<file path="src/rtl/ad9914_reg_xfer.sv">
// rtl/ad9914_reg_xfer.sv - AD9914 multi-word register write with read-back verify, retry and IO_UPDATE pulse
module ad9914_reg_xfer #(
   parameter int WORDS_MAX        = 4,
   parameter int IO_UPDATE_CYCLES = 2,
   parameter int MAX_RETRY        = 2
) (
   input  logic                   clk,
   input  logic                   rst,
   input  logic                   load,
   input  logic [7:0]             base_addr,
   input  logic [16*WORDS_MAX-1:0] wvar,
   input  logic [3:0]             word_num,
   input  logic                   read_back_disable,
   input  logic                   io_update_en,
   output logic [16*WORDS_MAX-1:0] rvar,
   output logic                   busy,
   output logic                   finish,
   output logic [1:0]             err,
   output logic [2:0]             retry_cnt,
   output logic                   io_update,
   output logic                   p_load,
   output logic                   p_wr_cmd,
   output logic [7:0]             p_addr,
   output logic [15:0]            p_wdata,
   input  logic [15:0]            p_rdata,
   input  logic                   p_busy,
   input  logic                   p_finish
);

   localparam int IW = (WORDS_MAX > 1) ? $clog2(WORDS_MAX) : 1;
   localparam int UW = $clog2(IO_UPDATE_CYCLES + 1);

   typedef enum logic [3:0] {
      IDLE, WR_REQ, WR_ACK, RD_REQ, RD_ACK, RD_WAIT, CHECK, UPDATE, DONE
   } state_t;

   state_t         state;
   logic [15:0]    wv [WORDS_MAX];
   logic [15:0]    rv [WORDS_MAX];
   logic [7:0]     base_q;
   logic [3:0]     wn_q;
   logic           rbd_q;
   logic           upd_q;
   logic [IW-1:0]  idx;
   logic [UW-1:0]  upd_cnt;
   logic           last_word;
   logic           mismatch;
   logic [7:0]     cmd_addr;

   assign last_word = ({{(4-IW){1'b0}}, idx} == wn_q - 4'd1);
   // Word i lives at the odd byte address of its 16-bit slot; wraps at 256.
   assign cmd_addr  = 8'({base_q, 2'b00} + 10'({idx, 1'b1}));

   for (genvar g = 0; g < WORDS_MAX; g++) begin : g_rvar
      assign rvar[16*g +: 16] = rv[g];
   end

   always_comb begin
      mismatch = 1'b0;
      for (int k = 0; k < WORDS_MAX; k++) begin
         if ((4'(k) < wn_q) && (rv[k] != wv[k])) mismatch = 1'b1;
      end
   end

   always_ff @(posedge clk) begin
      if (!rst) begin
         state     <= IDLE;
         p_load    <= 1'b0;
         p_wr_cmd  <= 1'b0;
         p_addr    <= 8'h00;
         p_wdata   <= 16'h0000;
         busy      <= 1'b0;
         finish    <= 1'b1;
         err       <= 2'b00;
         retry_cnt <= 3'd0;
         io_update <= 1'b0;
         idx       <= '0;
         upd_cnt   <= '0;
         for (int k = 0; k < WORDS_MAX; k++) rv[k] <= 16'h0000;
      end else begin
         case (state)
            IDLE: begin
               if (load) begin
                  base_q    <= base_addr;
                  wn_q      <= word_num;
                  rbd_q     <= read_back_disable;
                  upd_q     <= io_update_en;
                  for (int k = 0; k < WORDS_MAX; k++) wv[k] <= wvar[16*k +: 16];
                  busy      <= 1'b1;
                  finish    <= 1'b0;
                  retry_cnt <= 3'd0;
                  idx       <= '0;
                  if (word_num == 4'd0 || word_num > 4'(WORDS_MAX)) begin
                     err   <= 2'b10;
                     state <= DONE;
                  end else begin
                     err   <= 2'b00;
                     state <= WR_REQ;
                  end
               end
            end
            WR_REQ: begin
               if (p_finish) begin
                  p_addr   <= cmd_addr;
                  p_wdata  <= wv[idx];
                  p_wr_cmd <= 1'b0;
                  p_load   <= 1'b1;
                  state    <= WR_ACK;
               end
            end
            WR_ACK: begin
               if (p_busy) begin
                  p_load <= 1'b0;
                  if (last_word) begin
                     idx     <= '0;
                     upd_cnt <= '0;
                     state   <= rbd_q ? UPDATE : RD_REQ;
                  end else begin
                     idx   <= idx + 1'b1;
                     state <= WR_REQ;
                  end
               end
            end
            RD_REQ: begin
               if (p_finish) begin
                  p_addr   <= cmd_addr;
                  p_wr_cmd <= 1'b1;
                  p_load   <= 1'b1;
                  state    <= RD_ACK;
               end
            end
            RD_ACK: begin
               if (p_busy) begin
                  p_load <= 1'b0;
                  state  <= RD_WAIT;
               end
            end
            RD_WAIT: begin
               if (p_finish) begin
                  rv[idx] <= p_rdata;
                  if (last_word) begin
                     idx   <= '0;
                     state <= CHECK;
                  end else begin
                     idx   <= idx + 1'b1;
                     state <= RD_REQ;
                  end
               end
            end
            CHECK: begin
               if (mismatch) begin
                  if (retry_cnt < 3'(MAX_RETRY)) begin
                     retry_cnt <= retry_cnt + 3'd1;
                     idx       <= '0;
                     state     <= WR_REQ;
                  end else begin
                     err   <= 2'b01;
                     state <= DONE;
                  end
               end else begin
                  err     <= 2'b00;
                  upd_cnt <= '0;
                  state   <= UPDATE;
               end
            end
            UPDATE: begin
               if (upd_q && upd_cnt != UW'(IO_UPDATE_CYCLES)) begin
                  io_update <= 1'b1;
                  upd_cnt   <= upd_cnt + 1'b1;
               end else begin
                  io_update <= 1'b0;
                  state     <= DONE;
               end
            end
            DONE: begin
               busy   <= 1'b0;
               finish <= 1'b1;
               state  <= IDLE;
            end
            default: state <= IDLE;
         endcase
      end
   end

endmodule

</file>
<file path="config.mk">
export PLATFORM = sky130hd
export DESIGN_NAME = ad9914_reg_xfer
export DESIGN_NICKNAME = d
export VERILOG_FILES = /design/src/rtl/ad9914_reg_xfer.sv
export SDC_FILE = /design/constraint.sdc
export NUM_CORES = 1
export LEC_CHECK = 0
export ABC_AREA = 1
export CAP_MARGIN = 0
export CORE_MARGIN = 5
export CORE_UTILIZATION = 50
export CTS_CLUSTER_SIZE = 12
export DETAILED_ROUTE_END_ITERATION = 10
export GPL_TIMING_DRIVEN = 0
export HOLD_SLACK_MARGIN = 0.1
export PLACE_DENSITY_LB_ADDON = 0.05
export SLEW_MARGIN = 20
export SYNTH_ARGS = -nofsm -noshare
export SYNTH_HDL_FRONTEND = slang
export SYNTH_SLANG_ARGS = --single-unit
</file>
<file path="constraint.sdc">
create_clock -name clk -period 5.35 [get_ports clk]
set_input_delay 1.07 -clock clk [delete_from_list [all_inputs] [get_ports clk]]
set_output_delay 1.07 -clock clk [all_outputs]
set_load 0.03 [all_outputs]
</file>
==> impl_metrics.yaml <==
status:
  status: "completed"
global_route:
  grt-ovfl-total: 0
  grt_pass1_vias: 6419
  grt_pass1_wl_mm: 36.4
  grt_max_degree: 24
  antenna_found_initial: 0
  grt_usage_pct: 24.6
yosys:
  ys_warn_count: 0
  syn_area_um2: 8460
  synth_ff_type: "edfxtp_1"
  seq_area_frac_synth_pct: 59.6
  synthCells: 947
  syn_avg_cell_area_um2: 8.94
  synth_nets: 1053
  ys_types: 40
  synth_seq_cells: 182
  synth_edf_count: 140
  async_flop_share_pct: 0
power:
  clkPwrFrac_pct: 36.0
  p_switching_w: 0.000966
  ir_drop_v: 0.000282
  seqPwrFrac_pct: 48.3
  p_int_w: 0.00245
  p_comb_share_pct: 15.8
  swShare_pct: 28.2
  powerDensity_nw_per_um2: 301
  leakagePower_nw: 4.85
route:
  routed_wirelength_mm: 24.4
  first_iter_violations: 544
  firstDrtPassIters: 5
  viasPerCell: 5.01
  vias: 6997
  drc: 0
  ant_nets: 0
  wl_per_cell_um: 17.4
clock_network:
  htreeDepth: 4
  ctsResizeCount: 0
  clk-insertion-delay-late_ns: 0.44
  clock_path_buffers: 2
  clkSinkCount: 182
  clkTransAtPathRegs_ns: 0.07
  cts_hold_buffers: 0
  cts-buffers-inserted: 17
  clockRootBuffer: "clkbuf_16"
  cts_tree: "built"
  postCtsSetupBuffers: 0
sta:
  hold_slack_ns: 0.454
  setup_viol_count_final: 0
  slew_headroom_pct: 46.3
  rsz0062_at_grt: "false"
  hold_violations: 0
  min_period_ns: 3.30
  fin_crit_sh_pct: 61.7
  max_freq_mhz: 303
  tightest_slew_ns: 0.804
  fin_ws_ns: 2.05
  finalSetupTns_ns: 0
  fin_worst_skew_ns: 0.00770
  maxSlewViolCount: 0
die:
  coreArea_um2: 16600
  start_util_pct: 51.0
  die_h_um: 140
  design.die.area_um2: 19600
  dieWidth_um: 140
  rows: 47
  ios: 197
placed_design:
  place_ws_ns: 1.56
  place_congestion: 0.857
  dp_hpwl_mm: 18.9
  port_buffers: 194
finish:
  area_growth_pct: 34.4
  layout_commonest_cell: "nand2_1"
  fin_util_pct: 68.6
  fillers: 1322
  mostFrequentLayoutCells: "nand2_1, clkdlybuf4s50_1, nor2_1"
  drive_gt1_share_pct: 8.06
  finish.net_count: 1271
  diodes: 0
worst_setup_path:
  cp_data_arrival_time_ns: 3.37
  required_ns: 5.42
  cp-end-kind: "flip-flop"
  worstSetupPathType: "in -> reg"
  cp_max_fo: 16
  critPathLaunchType: "input pin"
hold_path:
  hp-class: "reg -> reg"
run:
  cap_violations: 0
[worst paths after layout]
path	startpoint	to	slack [ns]	cells past startpoint
setup / recovery	rst	rv[2][13]	2.05	6
hold / removal	finish	finish	0.45	2
setup reg to reg	state[0]	rv[2][13]	2.70	9
hold reg to reg	finish	finish	0.45	2
[synthesized netlist by cell type, types with 2 or more instances]
cell type	number	area, um2
a21oi_1	23	115
a22oi_1	3	22.5
a31oi_1	3	18.8
buf_1	2	7.51
buf_2	4	20.0
buf_6	2	22.5
clkbuf_1	10	37.5
dfxtp_1	42	841
edfxtp_1	140	4200
ha_1	7	87.6
inv_1	153	574
inv_2	19	71.3
nand2_1	241	905
nand2_2	2	12.5
nand3_1	12	60.1
nor2_1	156	586
nor2_2	7	43.8
nor2_4	13	146
nor3_1	21	105
o211ai_1	2	15.0
o21ai_0	37	185
o21ai_1	3	15.0
o22ai_1	17	106
xnor2_1	3	26.3
xor2_1	10	87.6
[flip-flops by register name, indices dropped and copies added, names as in the netlist, 2 cells and up]
register / count
rv: 64
wv: 64
p_wdata: 16
p_addr: 8
base_q: 6
state: 4
wn_q: 4
retry_cnt: 3
err: 2
idx: 2
upd_cnt: 2
[critical path, stage by stage]
cell	delay, ns
clkdlybuf4s50_1	0.65
inv_1	0.25
nor2_4	0.26
nand3_2	0.22
buf_2	0.28
nand2_1	0.63
[stage by stage]
step | cell area [um2] | cells | power (W)
after floorplan | 8460 | 947 | 0.00195
after global placement | 10700 | 1361 | 0.00220
after detailed placement | 10800 | 1366 | 0.00221
after CTS | 11400 | 1398 | 0.00342
after global routing | 11400 | 1398 | 0.00353
final | 11400 | 1398 | 0.00342
[power groups by stage]
stage	clock (W)	combinational, W	sequential, W
floorplan	0	0.000222	0.00173
detailed placement	0	0.000534	0.00168
global route	0.00129	0.000582	0.00166
global placement	0	0.000513	0.00169
CTS	0.00124	0.000537	0.00165
finish	0.00123	0.000539	0.00165
[cell type report]
type                       instances  area (um2)  area share (%)
buffer                            19        95.1           0.836
inverter                         172         646            5.68
tap                              220         275            2.42
sequential                       182        5040            44.4
timing repair buffer             199        2050            18.0
multi-input combinational        574        2700            23.7
clock buffer                      19         464            4.08
clock inverter                    13         108           0.946
[cells by family (layout without fill, tap and decap cells)]
| family | after synthesis | in the layout | share of synthesized area, % |
|---|---|---|---|
| AOI/OAI and AO/OA | 95 | 95 | 6.40 |
| xor gates and xnor gates | 13 | 13 | 1.35 |
| adders and majority gates | 7 | 7 | 1.03 |
| buffers and inverters | 191 | 422 | 8.75 |
| DFF | 182 | 182 | 59.6 |
| and+or+nand+nor | 459 | 459 | 22.9 |
[metal layers]
layer  wire (um)  up-vias  GRT usage [%]
met5           0        -              0
met4         334        0           5.92
met3        2230       25           6.34
met2       11200      294           39.4
met1       10600     3244           33.8
li1            -     3434              -
(Power assumes the default switching activity.)
